===== src/rtl/dp3_div_ctrl.sv =====
// Restoring-division sequencer for the dp3 accumulator datapath.
// Drives dp3 load/mux/add-sub controls and counts the quotient; the remainder is left in dp3's A register.
module dp3_div_ctrl #(
   parameter int n = 8
) (
   input  logic         clock,
   input  logic         reset,
   input  logic         start,
   input  logic [n-1:0] dIn,
   input  logic         Apos,
   input  logic         Aeq0,
   output logic         Aload,
   output logic         Sub,
   output logic [1:0]   Asel,
   output logic [n-1:0] dOut,
   output logic [n-1:0] quotient,
   output logic         busy,
   output logic         done,
   output logic         err
);

   typedef enum logic [2:0] {
      IDLE, LOAD, TEST0, SUB, TEST, RESTORE, DONE, CLEAR
   } state_t;

   state_t       state;
   logic [n-1:0] dreg;

   assign dOut = dreg;

   // Outputs are registered alongside the state, each set from the state being entered,
   // so they always match a decode of the current state.
   always_ff @(posedge clock) begin
      if (!reset) begin
         state    <= IDLE;
         Aload    <= 1'b0;
         Sub      <= 1'b0;
         Asel     <= 2'b00;
         dreg     <= '0;
         quotient <= '0;
         busy     <= 1'b0;
         done     <= 1'b0;
         err      <= 1'b0;
      end else begin
         Aload <= 1'b0;
         Sub   <= 1'b0;
         Asel  <= 2'b00;
         done  <= 1'b0;
         busy  <= 1'b1;
         case (state)
            IDLE: begin
               if (start) begin
                  dreg     <= dIn;
                  quotient <= '0;
                  err      <= 1'b0;
                  state    <= LOAD;
                  Aload    <= 1'b1;
                  Asel     <= 2'b01;
               end else begin
                  busy <= 1'b0;
               end
            end
            LOAD: state <= TEST0;
            TEST0: begin
               if (dreg == '0 || !Apos) begin
                  state <= CLEAR;
                  Aload <= 1'b1;
                  Asel  <= 2'b11;
                  err   <= 1'b1;
               end else if (Aeq0) begin
                  state <= DONE;
                  done  <= 1'b1;
               end else begin
                  state <= SUB;
                  Aload <= 1'b1;
                  Sub   <= 1'b1;
               end
            end
            SUB: state <= TEST;
            TEST: begin
               // A went negative: this subtraction overshot, undo it and do not count it.
               if (!Apos) begin
                  state <= RESTORE;
                  Aload <= 1'b1;
               end else begin
                  quotient <= quotient + 1'b1;
                  if (Aeq0) begin
                     state <= DONE;
                     done  <= 1'b1;
                  end else begin
                     state <= SUB;
                     Aload <= 1'b1;
                     Sub   <= 1'b1;
                  end
               end
            end
            RESTORE: begin
               state <= DONE;
               done  <= 1'b1;
            end
            DONE: begin
               state <= IDLE;
               busy  <= 1'b0;
            end
            CLEAR: begin
               state <= IDLE;
               busy  <= 1'b0;
            end
            default: begin
               state <= IDLE;
               busy  <= 1'b0;
            end
         endcase
      end
   end

endmodule


===== config.mk =====
export PLATFORM = sky130hd
export DESIGN_NAME = dp3_div_ctrl
export DESIGN_NICKNAME = d
export VERILOG_FILES = /design/src/rtl/dp3_div_ctrl.sv
export SDC_FILE = /design/constraint.sdc
export NUM_CORES = 1
export LEC_CHECK = 0
export CORE_MARGIN = 8
export CORE_UTILIZATION = 48
export CTS_CLUSTER_SIZE = 12
export DETAILED_ROUTE_END_ITERATION = 8
export GPL_ROUTABILITY_DRIVEN = 0
export PLACE_DENSITY = 0.82
export SETUP_SLACK_MARGIN = 0.5
export SLEW_MARGIN = 20
export SYNTH_ARGS = -nofsm -noshare
export SYNTH_HDL_FRONTEND = slang
export SYNTH_SLANG_ARGS = --single-unit

===== constraint.sdc =====
create_clock -name clock -period 2.3 [get_ports clock]
set_input_delay 0.46 -clock clock [delete_from_list [all_inputs] [get_ports clock]]
set_output_delay 0.46 -clock clock [all_outputs]
set_load 0.1 [all_outputs]

## After elaboration in Yosys (flattened, before gate mapping)

Cells that the tools add are included.
W data, S select, Z words.

- Bits in registers: 26
- Bits in latches: 0
- Memory bits (writable): 0
- Bits in read-only memories: 0
- Output and inout port bits: 23
- Logic and storage cells: 57
- Memories: 0

- Add/sub/neg operators: 1
- Multipliers: 0
- Divide/modulo/power cells: 0
- $lt $le $gt $ge: 0
- Eq/ne operators: 10
- Shifts and indexed selects: 0
- Multiplexer cells: 27
- Bitwise operators: 0
- Reduce and logical (&&, ||, !) cells: 10

Operators with widths:

| operator | number |
|---|---|
| $pmux W3 S7 | 1 |
| $mux W8 | 2 |
| $pmux W8 S2 | 1 |
| $eq A3 B3 Y1 const B | 4 |
| $mux W1 | 12 |
| $mux W3 | 4 |
| $add A8 B1 Y8 const B | 1 |
| $logic_not A8 Y1 | 1 |
| $eq A3 B2 Y1 const B | 2 |
| $ne A2 B2 Y1 const B | 3 |
| $pmux W1 S2 | 3 |
| $pmux W1 S3 | 2 |
| $reduce_and A3 Y1 | 2 |
| $pmux W2 S2 | 1 |
| $reduce_bool A2 Y1 | 2 |
| $eq A3 B1 Y1 const B | 1 |
| $logic_not A3 Y1 | 1 |
| $mux W2 | 1 |
| $reduce_and A2 Y1 | 1 |
| $reduce_or A2 Y1 | 1 |
| $logic_not A1 Y1 | 1 |
| $logic_or A1 B1 Y1 | 1 |

## Depth between registers and ports, before layout

- Word-level depth: 4
- Mapped depth: 5
- Gate-level depth less buffers: 5

## Least setup slack after synthesis

OpenSTA, ideal clock, no wires.

- Kind: register to register
- Start: register quotient[2]
- End: register quotient[7]
- Setup time: 0.071 ns
- Arrival: 1.901 ns
- Setup slack: 0.328 ns
- Stages on the path, launching flop included: 5
- Buffers on the path: 0
- Clock period less this slack: 1.972 ns
- Cell sequence: dfxtp_1 and4_1 nand4_1 or3_1 a21oi_1

- Word-level cells in the longest chain between the ends: 3

Ends and longest elaborated chain:

| what | RTL line | text |
|---|---|---|
| start, declared | 16 | `output logic [n-1:0] quotient,` |
| start signal, assigned | 86 | `quotient <= quotient + 1'b1;` |
| $add A8 B1 Y8 | 86 |  |
| $mux W8 | 82 | `if (!Apos) begin` |
| $pmux W8 S2 | 50 | `case (state)` |

No other way between the ends. The select of a mux whose other input is x is not followed.
A chain may end at the register's enable or synchronous reset.

## Final worst setup path

- Start: register state[1]
- End: register err

- Word-level cells in the longest chain between the ends: 3
- Elaborated cells on any way between the ends: 7
- Classes of those cells: eq/ne: 3; mux: 1; reduce/logical: 3

Ends and longest elaborated chain:

| what | RTL line | text |
|---|---|---|
| start, declared | 26 | `state_t state;` |
| start signal, assigned | 35 | `state <= IDLE;` |
| start signal, assigned | 56 | `state <= LOAD;` |
| start signal, assigned | 63 | `LOAD: state <= TEST0;` |
| $eq A3 B2 Y1 / $logic_not A3 Y1 (equally long branches) | 50 |  |
| $ne A2 B2 Y1 (no line) / $reduce_bool A2 Y1 (equally long branches) | - |  |
| $reduce_and A3 Y1 (no line) | - |  |
| end signal, assigned | 43 | `err <= 1'b0;` |
| end signal, assigned | 55 | `err <= 1'b0;` |
| end signal, assigned | 69 | `err <= 1'b1;` |
| end, declared | 19 | `output logic err` |

Parallel ways exist; a longest one is shown, timed or not.

==> flow_metrics.py <==
metrics = {
    "cells_and_area": {
        "fill_cells": 200,
        "post-route-cell-area_mm2": 0.00151,
        "instances_no_fill": 190,
        "insertedDiodeCount": 0,
        "drive_gt1_share_pct": 22.8,
        "final_util_pct": 67.7,
        "fin_nets": 177,
        "area_growth_pct": 32.7,
    },
    "drt": {
        "postRouteAntennaNets": 0,
        "drtPass1Iterations": 4,
        "post_drt_wl_per_cell_um": 14.4,
        "post_drt_via_cell_ratio": 5.38,
        "initialDrtViolationCount": 19,
        "wirelength_mm": 2.73,
        "route.detailed.drc": 0,
        "num_vias": 1022,
    },
    "setup_path": {
        "slowest_delay_ns": 0.68,
        "r2r_start": "state[1]$_SDFFE_PN0P_",
        "reg2reg_slack_ns": 0.68,
        "crit_path_cell_trace": "nor2_4 -> nand3b_2 -> nand2_1 -> o21ba_2",
        "end_kind": "flip-flop",
        "critical_path_class": "reg2reg",
        "crit_path_start": "state[1]$_SDFFE_PN0P_",
        "rr_endpoint": "err$_SDFFE_PN0P_",
        "critPathArrivalTime_ns": 1.89,
        "crit_path_end": "err$_SDFFE_PN0P_",
        "crit_required_ns": 2.57,
        "reg2reg_depth": 4,
        "cp-start-kind": "flip-flop",
        "crit_fanout": 13,
        "critPathSlowestCell": "dfxtp_1",
    },
    "grt": {
        "grt_pass1_wl_mm": 4.55,
        "grtUsageTotal_pct": 13.1,
        "antenna_found_initial": 0,
        "grt_pass1_vias": 983,
        "gr-total-overflow": 0,
        "grt_max_degree": 16,
    },
    "clocking": {
        "clk_latency_ns": 0.31,
        "cts_tree": "built",
        "htree_num_levels": 1,
        "numCtsBuffers": 3,
        "ctsRootBufferMaster": "clkbuf_4",
        "clock_sinks": 26,
        "path_clk_slew_ns": 0.14,
        "clk_path_buf_depth": 2,
        "cts_setup_buffers": 0,
        "cts_resized": 0,
        "hold_buffers": 0,
    },
    "floorplan": {
        "core_area_mm2": 0.00223,
        "rows": 17,
        "die_y_um": 64.7,
        "ios": 36,
        "dieWidth_um": 64.7,
        "die_area_mm2": 0.00419,
        "start_util_pct": 51.0,
    },
    "logic_synthesis": {
        "synth_edf_count": 0,
        "netlist_area_mm2": 0.00114,
        "yosys_warnings": 0,
        "synth_mux_area_share_pct": 2.20,
        "synthSimpleGateAreaFrac_pct": 29.0,
        "seq_area_frac_synth_pct": 45.7,
        "yosys-top-cells-area": "dfxtp_1 (46%), nand2_1 (7.9%), a21boi_0 (5.9%)",
        "yosysMostFrequentCell": "dfxtp_1",
        "synthAdderAreaFrac_pct": 1.10,
        "synth_common_cells": "dfxtp_1 (26), nand2_1 (24), a21boi_0 (9), nor2_1 (9), a21oi_1 (7)",
        "yosys.area.top_type": "dfxtp_1",
        "syn-num-nets": 140,
        "syn_avg_cell_area_um2": 9.04,
        "yosys.area_share.xor_xnor_pct": 4.62,
        "ys_ff_latch": 26,
        "synth_cell_types": 35,
        "async_flop_share_pct": 0,
        "yosys.area.top_type_share_pct": 45.7,
        "synth-compound-area-share_pct": 15.7,
        "syn_inst": 126,
        "synth_top_family_by_area": "simple AND/OR/NAND/NOR gates",
        "ys.flop_type": "dfxtp_1",
    },
    "placed_design": {
        "port_buffers": 35,
        "dp_hpwl_mm": 2.18,
        "pre_cts_slack_ns": 0.373,
        "dpl_cell_area_mm2": 0.00146,
        "placed_cells": 186,
    },
    "timing": {
        "worst_pin_slew_ns": 0.553,
        "drv_slew": 0,
        "fin_crit_ns": 1.62,
        "setup_viol": 0,
        "fmax_mhz": 619,
        "tns_ns": 0,
        "hold_violations": 0,
        "finalHoldWorstSlack_ns": 0.492,
        "rsz0062_at_grt": "no",
        "slew_headroom_pct": 63.1,
        "setup_ws_ns": 0.684,
        "fin_worst_skew_ns": 0.00789,
        "period_share_pct": 70.3,
    },
    "hold_path": {
        "hold_path_class": "reg2reg",
    },
    "power": {
        "irDropWorstVdd_mv": 0.656,
        "power_density_mw_per_mm2": 993,
        "p_leak_nw": 0.623,
        "power_mw": 1.50,
    },
    "outcome": {
        "outcome": "finished, final reports clean",
    },
    "flow_run": {
        "maxCapViolCount": 0,
    },
}
==> state kept, by name, summed over array words and instances (netlist names) <==
| register | count |
|---|---|
| Sub | 1 |
| Asel | 2 |
| quotient | 8 |
| busy | 1 |
| state | 3 |
| dOut | 8 |
| Aload | 1 |
| done | 1 |
| err | 1 |
==> layer usage <==
layer  up-vias  global-route usage [%]  wire length [um]
li1        519                       -                 -
met1       482                    14.6              1130
met2        17                    23.6              1460
met3         4                    3.09               103
met4         0                    4.90                36
met5         -                       0                 0
==> critical path, delay by kind of cell (launching register included) <==
family | cells | cell delay (ns)
flip-flops | 1 | 0.68
AND/OR/NAND/NOR | 3 | 0.59
AO/OA/AOI/OAI | 1 | 0.30
==> area by class of cell <==
| cell class | instances | area, um2 | share of cell area (%) |
|---|---|---|---|
| flip-flops and latches | 26 | 524 | 34.7 |
| clock inverters | 1 | 30.0 | 1.99 |
| multi-input cells | 96 | 599 | 39.7 |
| clock buffers | 3 | 22.5 | 1.49 |
| well taps | 28 | 35.0 | 2.32 |
| repair buffers | 36 | 300 | 19.9 |
==> cells by family (layout without fill, tap and decap cells) <==
family	after synthesis	count (layout)
flip-flops	26	26
buffers and inverters	4	40
adder cells (fa/ha/maj)	1	1
XOR/XNOR	6	6
AND/OR/NAND/NOR	61	61
AO/OA/AOI/OAI	26	26
multiplexers	2	2
==> power breakdown <==
group	switching (mW)	leakage (nW)	internal, mW
Clock	0.130	0.0279	0.176
Sequential	0.0767	0.214	0.503
Combinational	0.447	0.382	0.169
==> worst min-delay path by stage <==
| stage | endpoint | cells past startpoint | slack [ns] | startpoint |
|---|---|---|---|---|
| finish | dOut[1]$_SDFFE_PN0P_ | 2 | 0.49 | dOut[1]$_SDFFE_PN0P_ |
| global route | dOut[4]$_SDFFE_PN0P_ | 2 | 0.52 | dOut[4]$_SDFFE_PN0P_ |
| CTS | dOut[1]$_SDFFE_PN0P_ | 2 | 0.50 | dOut[1]$_SDFFE_PN0P_ |
| detailed placement | err$_SDFFE_PN0P_ | 1 | 0.48 | err$_SDFFE_PN0P_ |
| global placement | dOut[7]$_SDFFE_PN0P_ | 2 | 0.46 | dOut[7]$_SDFFE_PN0P_ |
| floorplan | busy$_SDFF_PN0_ | 2 | 0.59 | state[2]$_SDFFE_PN0P_ |
==> layout by cell type, fill, tap and decap left out, types with 2 or more instances in the layout <==
cell type,n
or3_1,2
a21boi_0,9
a21oi_1,7
and2_1,2
nand4_1,5
nor4_1,4
nor2b_1,2
dfxtp_1,23
o21a_1,3
buf_4,24
xnor2_1,2
clkdlybuf4s50_1,12
dfxtp_2,3
clkbuf_4,3
nor2_1,9
nand2_1,24
xor2_1,4
and4_1,2
nand3_1,3
Note: power is estimated with default switching activity, not from simulation.
